$ cat config.mk
export PLATFORM = sky130hd
export DESIGN_NAME = word_reader
export DESIGN_NICKNAME = d
export VERILOG_FILES = /design/src/rtl/word_reader.sv
export SDC_FILE = /design/constraint.sdc
export NUM_CORES = 1
export LEC_CHECK = 0
export BUFFER_PORTS_ARGS = -buffer_cell sky130_fd_sc_hd__buf_4
export CAP_MARGIN = 0
export CELL_PAD_IN_SITES_DETAIL_PLACEMENT = 2
export CELL_PAD_IN_SITES_GLOBAL_PLACEMENT = 2
export CORE_MARGIN = 5
export CORE_UTILIZATION = 33
export CTS_CLUSTER_DIAMETER = 120
export DETAILED_ROUTE_END_ITERATION = 8
export PLACE_DENSITY = 0.95
export RECOVER_POWER = 50
export SLEW_MARGIN = 20
export SYNTH_ARGS = -nofsm -noshare
export SYNTH_HDL_FRONTEND = slang
export SYNTH_SLANG_ARGS = --single-unit
$ cat constraint.sdc
create_clock -name clk -period 3.5 [get_ports clk]
set_input_delay 0.525 -clock clk [delete_from_list [all_inputs] [get_ports clk]]
set_output_delay 0.525 -clock clk [all_outputs]
set_load 0.1 [all_outputs]
$ cat src/rtl/word_reader.sv
// Captures a WIDTH-bit word on each accepted load strobe and drains it
// downstream one BYTE lane per handshake, least-significant lane first.
//
// state | meaning
// ------+-----------------------------------------------
// IDLE  | nothing held; next strobe is captured
// SEND  | word held; lane lane_q offered on byte_data
module word_reader #(
    parameter int WIDTH = 64,
    parameter int BYTE  = 8,
    parameter int CNTW  = 16
) (
    input  logic             clk,
    input  logic             reset,
    input  logic             en,
    input  logic [WIDTH-1:0] d,
    output logic             load_ok,
    output logic             byte_valid,
    input  logic             byte_ready,
    output logic [BYTE-1:0]  byte_data,
    output logic             byte_last,
    output logic             busy,
    output logic             overrun,
    input  logic             clr_overrun,
    output logic [CNTW-1:0]  words_done
);

    localparam int LANES = WIDTH / BYTE;
    localparam int LW    = (LANES > 1) ? $clog2(LANES) : 1;

    typedef enum logic {
        IDLE = 1'b0,
        SEND = 1'b1
    } state_t;

    state_t           state_q;
    logic [WIDTH-1:0] word_q;
    logic [LW-1:0]    lane_q;

    logic [BYTE-1:0]  lane_data [LANES];
    logic             sending;
    logic             lane_is_last;
    logic             fire;
    logic             fin;
    logic             capture;
    logic             drop;

    for (genvar g = 0; g < LANES; g++) begin : g_lane
        assign lane_data[g] = word_q[g*BYTE +: BYTE];
    end

    assign sending      = (state_q == SEND);
    assign lane_is_last = (lane_q == LW'(LANES - 1));
    assign fire         = sending & byte_ready;
    assign fin          = fire & lane_is_last;

    // load_ok deliberately excludes en so upstream can gate its strobe on it.
    assign load_ok      = ~sending | fin;
    assign capture      = en & load_ok;
    assign drop         = en & ~load_ok;

    assign byte_valid   = sending;
    assign busy         = sending;
    assign byte_last    = sending & lane_is_last;
    assign byte_data    = sending ? lane_data[lane_q] : '0;

    always_ff @(posedge clk) begin
        if (!reset) begin
            state_q    <= IDLE;
            word_q     <= '0;
            lane_q     <= '0;
            words_done <= '0;
            overrun    <= 1'b0;
        end else begin
            if (fin) begin
                words_done <= words_done + CNTW'(1);
            end

            // A strobe coinciding with the final lane reloads with no bubble.
            if (capture) begin
                word_q  <= d;
                lane_q  <= '0;
                state_q <= SEND;
            end else if (fin) begin
                lane_q  <= '0;
                state_q <= IDLE;
            end else if (fire) begin
                lane_q  <= lane_q + LW'(1);
            end

            if (drop) begin
                overrun <= 1'b1;
            end else if (clr_overrun) begin
                overrun <= 1'b0;
            end
        end
    end

endmodule

==> out/qor.log, run 1 <==
[logic_synthesis] Gate Count Post-Synth 433
[global_routing] GRT Residual Overflow 0
[placed_design] count of buffers inserted at the top-level ports 97
[route] Total Routed Length 14.0 mm
[route] wire length the detailed router placed on met1 5.51 mm
[timing] Final Skew 8.58 ps
[route] count of vias placed by the detailed router 3498
[layout] total inserted antenna cells 0
[placed_design] half-perimeter wire length after placement 9.09 mm
[timing] maximum frequency from static timing analysis 329 MHz
[route] met2 wire length 7.65 mm
[logic_synthesis] sequential-to-total area share from yosys stat 46.0%
[route] highest routed metal layer met4
[worst_setup_path] required time of the critical path 3740 ps
[timing] pin slew with the least headroom to its limit 1180 ps
[logic_synthesis] Most used DFF post-synth dfxtp_1
[logic_synthesis] most instantiated library cell after synthesis nand2_1
[floorplan] die outline area 13400 um^2
[worst_setup_path] worst-path fanout max 38
[clock_tree] number of sinks on the clock net 85
[logic_synthesis] cell type contributing the most total cell area after synthesis dfxtp_1
[clock_tree] number of CTS-inserted buffers 9
[logic_synthesis] count of distinct cell types in the synthesized netlist 34
[global_routing] Overall Global Routing Usage 21.5%
[layout] layout overhead on the synthesized area 28.3%
[global_routing] wire length of the first global-routing pass 22.0 mm
[floorplan] DIE WIDTH 116 um
[timing] RSZ-0062 raised after global routing false
[route] Residual DRC 0
[timing] min cycle time layout 3040 ps
[global_routing] largest net degree at the start of global routing 65
[worst_setup_path] data arrival at the endpoint of the critical path 3280 ps
[clock_tree] quantity of hold-fixing buffers added after cts 0
[clock_tree] clk slew on worst S/H paths 60 ps
[route] initial drt markers 170
[floorplan] floorplan die height 116 um
[layout] share of cells above drive strength 1 23.1%
[floorplan] core region area 10900 um^2
[clock_tree] number of levels the H-tree was split into 3
[clock_tree] Post-CTS Repair Setup Buffers 0
[logic_synthesis] Post-synth EDFFs 0
[route] remaining number of nets flagged by the antenna check after routing 0
[logic_synthesis] Async SR Flop Fraction 0%
[placed_design] instance area after placement 4490 um^2
[route] total iterations of the first detailed-routing run 4
[power_and_ir_drop] power density cells 510 nW/um^2
[timing] ratio of final minimum period to clock period 87.0%
[floorplan] initial core utilization 33.8%
[global_routing] via count of the first global-routing pass 3973
[logic_synthesis] Post-synth top cells nand2_1, dfxtp_1, a21oi_1
[route] Met3 Routed Length 545 um
[floorplan] I/O pin count 98
[route] post-detailed-route wirelength per cell 21.2 um
[clock_tree] root cell of the clock tree clkbuf_16
[run] count of maximum capacitance violations 0
[route] number of vias per cell after detailed routing 5.30
[worst_setup_path] kind of launch point of the worst setup path flop
[worst_setup_path] type of element capturing the critical path flop
[power_and_ir_drop] VDD IR max 0.237 mV
[clock_tree] post-cts repair resize count 0
[worst_hold_path] worst hold path class input pin to flop
[placed_design] routability-driven placement congestion ratio 0.766
[global_routing] initial antenna violation count 0
[timing] Hold Violations, Final 0
[layout] nets 587
[timing] Slew headroom 21.6%
[clock_tree] clock tree from TritonCTS yes
[logic_synthesis] top cells by area, synth dfxtp_1, nand2_1, a21oi_1, mux4_2, mux2i_1
[logic_synthesis] Synth top area share 46.0%
[timing] Setup Total Neg Slack 0 ps
[power_and_ir_drop] leakage power of the design 0.00181 uW
[clock_tree] buffer depth of the longest clock path 2
[logic_synthesis] total of warnings raised by yosys 0
[placed_design] # placed instances 644
[worst_setup_path] Crit Path Class flop to flop
[logic_synthesis] Synth Register Bits 85
[outcome] result of the run finished, final reports clean
[logic_synthesis] Synthesized Nets 505
[timing] final-report max-slew violation count 0
[logic_synthesis] per-instance average area after synthesis 8.55 um^2
[layout] post-layout util 43.4%
[logic_synthesis] netlist area before placement 3700 um^2
[floorplan] row count 38
[clock_tree] clk_lat worst skew 340 ps
[layout] final design instance area without fill 4750 um^2
[timing] Setup violations, final 0
[power_and_ir_drop] overall power 2420 uW
[layout] non-filler cells, final 660
sequential cells by signal, indices dropped and copies added (netlist names):
name,count
busy,1
overrun,1
words_done,16
lane_q,3
word_q,64
worst paths after layout:
kind	start	endpoint	slack, ps	depth (start not counted)
worst min-delay path	d[55]	word_q[55]	430	3
worst max register to register	lane_q[1]	word_q[29]	460	9
worst min register to register	word_q[42]	word_q[42]	470	2
worst max-delay path	lane_q[1]	word_q[29]	460	9
layout make-up:
type	instances	area (um^2)
Inverter	4	15.0
Clock inverter	6	111
Sequential cell	85	1700
Timing Repair Buffer	103	699
Tap cell	140	175
Fill cell	1236	6190
Clock buffer	10	229
Multi-Input combinational cell	312	1820
routing by layer:
layer | vias up | global-route usage [%]
met5 | - | 0
met4 | 0 | 6.57
met3 | 19 | 3.45
met2 | 104 | 41.0
met1 | 1757 | 24.3
li1 | 1618 | -
through the flow:
step                      hold WS (ps)  setup slack [ps]
final                              430               456
after global placement             442              1050
after detailed placement           456               832
after CTS                          423               544
after floorplan                    433               307
after global routing               433               260
power by group:
| part | leakage, uW | switching [uW] | internal [uW] |
|---|---|---|---|
| Sequential | 0.000695 | 34.2 | 1010 |
| Clock | 0.000163 | 403 | 698 |
| Combinational | 0.000952 | 165 | 109 |
| Total | 0.00181 | 602 | 1820 |
worst max-delay path, cell delays in order, from the launching register on:
cell,delay [ps]
dfxtp_1,320
buf_4,230
ha_1,230
ha_1,310
a21boi_0,400
inv_1,170
nand2_2,590
buf_4,330
nand2_1,110
a21oi_1,230
cells in the final DEF (no fill, tap or decap), types with 2 or more instances in the layout:
master	instances
and2_1	2
inv_1	3
mux2i_1	9
ha_1	3
nand4_1	6
nor2_1	16
nor4_1	5
and3_1	2
o21ai_0	2
mux4_2	16
buf_4	83
dfxtp_1	85
clkbuf_1	20
nand2_1	138
nand3_1	5
nor3_1	5
nor2b_1	9
nor3b_1	2
bufinv_16	3
xnor2_1	7
a21oi_1	72
clkbuf_16	9
xor2_1	3
cell families after synthesis:
logic type      synth area share (%)
compound gates                  10.7
xor+xnor                        2.37
fa+ha+maj                       1.01
buf+inv                         4.80
flops                           46.0
mux                             12.2
simple gates                    23.0
Note: power is estimated with default switching activity, not from simulation.
==> inputs of run 2 (changes only) <==
Settings changed: CTS_BUF_LIST set to sky130_fd_sc_hd__clkbuf_16.
==> run 2 against run 1 <==
Via count did not move. Wire length increased by 0.19%. Clock power barely moved. Critical path depth did not move. Count of clock-buffer cells in the layout down 1. Die area unchanged.
==> out/qor.log, run 2 (synthesis results as in run 1) <==
[worst_setup_path] worst-path fanout max 38
[layout] layout overhead on the synthesized area 28.3%
[timing] Slew headroom 21.6%
[clock_tree] clock tree from TritonCTS yes
[clock_tree] post-cts repair resize count 0
[clock_tree] Post-CTS Repair Setup Buffers 0
[floorplan] row count 38
[placed_design] routability-driven placement congestion ratio 0.766
[layout] Most flops, register word_q
[power_and_ir_drop] overall power 2420 uW
[timing] Hold Violations, Final 0
[power_and_ir_drop] power density cells 509 nW/um^2
[timing] Setup Total Neg Slack 0 ps
[layout] total inserted antenna cells 0
[route] count of vias placed by the detailed router 3498
[timing] ratio of final minimum period to clock period 87.3%
[worst_setup_path] required time of the critical path 3740 ps
[worst_setup_path] type of element capturing the critical path flop
[layout] total area of multi-input combinational cells 1820 um^2
[floorplan] die outline area 13400 um^2
[route] initial drt markers 170
[clock_tree] number of levels the H-tree was split into 3
[route] remaining number of nets flagged by the antenna check after routing 0
[timing] min cycle time layout 3050 ps
[floorplan] floorplan die height 116 um
[global_routing] largest net degree at the start of global routing 65
[floorplan] DIE WIDTH 116 um
[worst_setup_path] kind of launch point of the worst setup path flop
[clock_tree] quantity of hold-fixing buffers added after cts 0
[worst_setup_path] count of cells along the worst register-to-register path 9
[layout] flip-flop count of the largest register after layout 64
[route] post-detailed-route wirelength per cell 21.2 um
[layout] share of cells above drive strength 1 23.1%
[clock_tree] number of sinks on the clock net 85
[power_and_ir_drop] leakage power of the design 0.00181 uW
[timing] pin slew with the least headroom to its limit 1180 ps
[clock_tree] number of CTS-inserted buffers 9
[worst_setup_path] launch point of the critical path lane_q[1]
[route] Total Routed Length 14.0 mm
[worst_setup_path] Crit Path Class flop to flop
[timing] final-report max-slew violation count 0
[timing] RSZ-0062 raised after global routing false
[worst_setup_path] reg-to-reg critical path startpoint lane_q[1]
[power_and_ir_drop] VDD IR max 0.238 mV
[run] count of maximum capacitance violations 0
[global_routing] initial antenna violation count 0
[worst_setup_path] Critical R2R Capture word_q[29]
[global_routing] GRT Residual Overflow 0
[worst_hold_path] worst hold path class input pin to flop
[placed_design] count of buffers inserted at the top-level ports 97
[outcome] result of the run finished, final reports clean
[global_routing] wire length of the first global-routing pass 22.0 mm
[clock_tree] root cell of the clock tree clkbuf_16
[layout] filler cell count in the final layout 1236
[worst_setup_path] flop-to-flop setup slack 450 ps
[timing] Setup violations, final 0
[layout] nets 587
[timing] Final Skew 8.59 ps
[route] number of vias per cell after detailed routing 5.30
[route] total iterations of the first detailed-routing run 4
[worst_setup_path] data arrival at the endpoint of the critical path 3290 ps
[layout] most frequent cells in the layout nand2_1, dfxtp_1, buf_4
[global_routing] via count of the first global-routing pass 3973
[clock_tree] clk_lat worst skew 340 ps
[floorplan] I/O pin count 98
[worst_setup_path] destination of the critical timing path word_q[29]
[floorplan] core region area 10900 um^2
[global_routing] Overall Global Routing Usage 21.5%
[floorplan] initial core utilization 33.8%
[route] Residual DRC 0
[layout] Sequential Area 1700 um^2
[layout] top flop regs word_q x64, words_done x16, lane_q x3
[clock_tree] clk slew on worst S/H paths 60 ps
[placed_design] half-perimeter wire length after placement 9.09 mm
[clock_tree] buffer depth of the longest clock path 2
[timing] maximum frequency from static timing analysis 327 MHz
[layout] most common cell after layout, fill and taps aside nand2_1
run 2: critical path, cell delays in order, from the launching register on:
cell,delay (ps)
dfxtp_1,320
buf_4,230
ha_1,230
ha_1,310
a21boi_0,400
inv_1,170
nand2_2,590
buf_4,340
nand2_1,110
a21oi_1,230
run 2: layer usage:
layer / wire length, um / track usage, % / up-vias
met5: 0 / 0 / -
met4: 279 / 6.57 / 0
met3: 533 / 3.45 / 19
met2: 7640 / 41.0 / 102
met1: 5560 / 24.3 / 1760
li1: - / - / 1617
run 2: worst min-delay path by stage:
stage | startpoint | end | slack, ps | cells past startpoint
floorplan | word_q[16] | word_q[16] | 430 | 2
global placement | word_q[3] | word_q[3] | 440 | 2
detailed placement | word_q[51] | word_q[51] | 460 | 2
CTS | d[55] | word_q[55] | 420 | 3
global route | d[9] | word_q[9] | 430 | 3
finish | d[55] | word_q[55] | 430 | 3
run 2: area by class of cell:
class                   count  area share [%]
clock inverters             7            2.42
inverters                   4           0.316
repair buffers            103            14.7
multi-input cells         312            38.3
flip-flops and latches     85            35.8
clock buffers               9            4.74
well taps                 140            3.69
run 2: metrics by stage:
stage          utilization, %  std cells  hold slack [ps]  setup WS, ps  cell area [um^2]
2_1_floorplan               -        433              433           307              3700
3_3_place_gp             41.1        644              442          1050              4490
3_5_place_dp             41.1        644              456           832              4490
4_1_cts                  44.2        660              423           544              4830
5_1_grt                  43.4        660              432           260              4750
6_report                 43.4        660              430           446              4750
run 2: power by group:
group / internal [uW] / switching [uW]
Sequential: 1010 / 34.3
Combinational: 109 / 165
Clock: 695 / 403
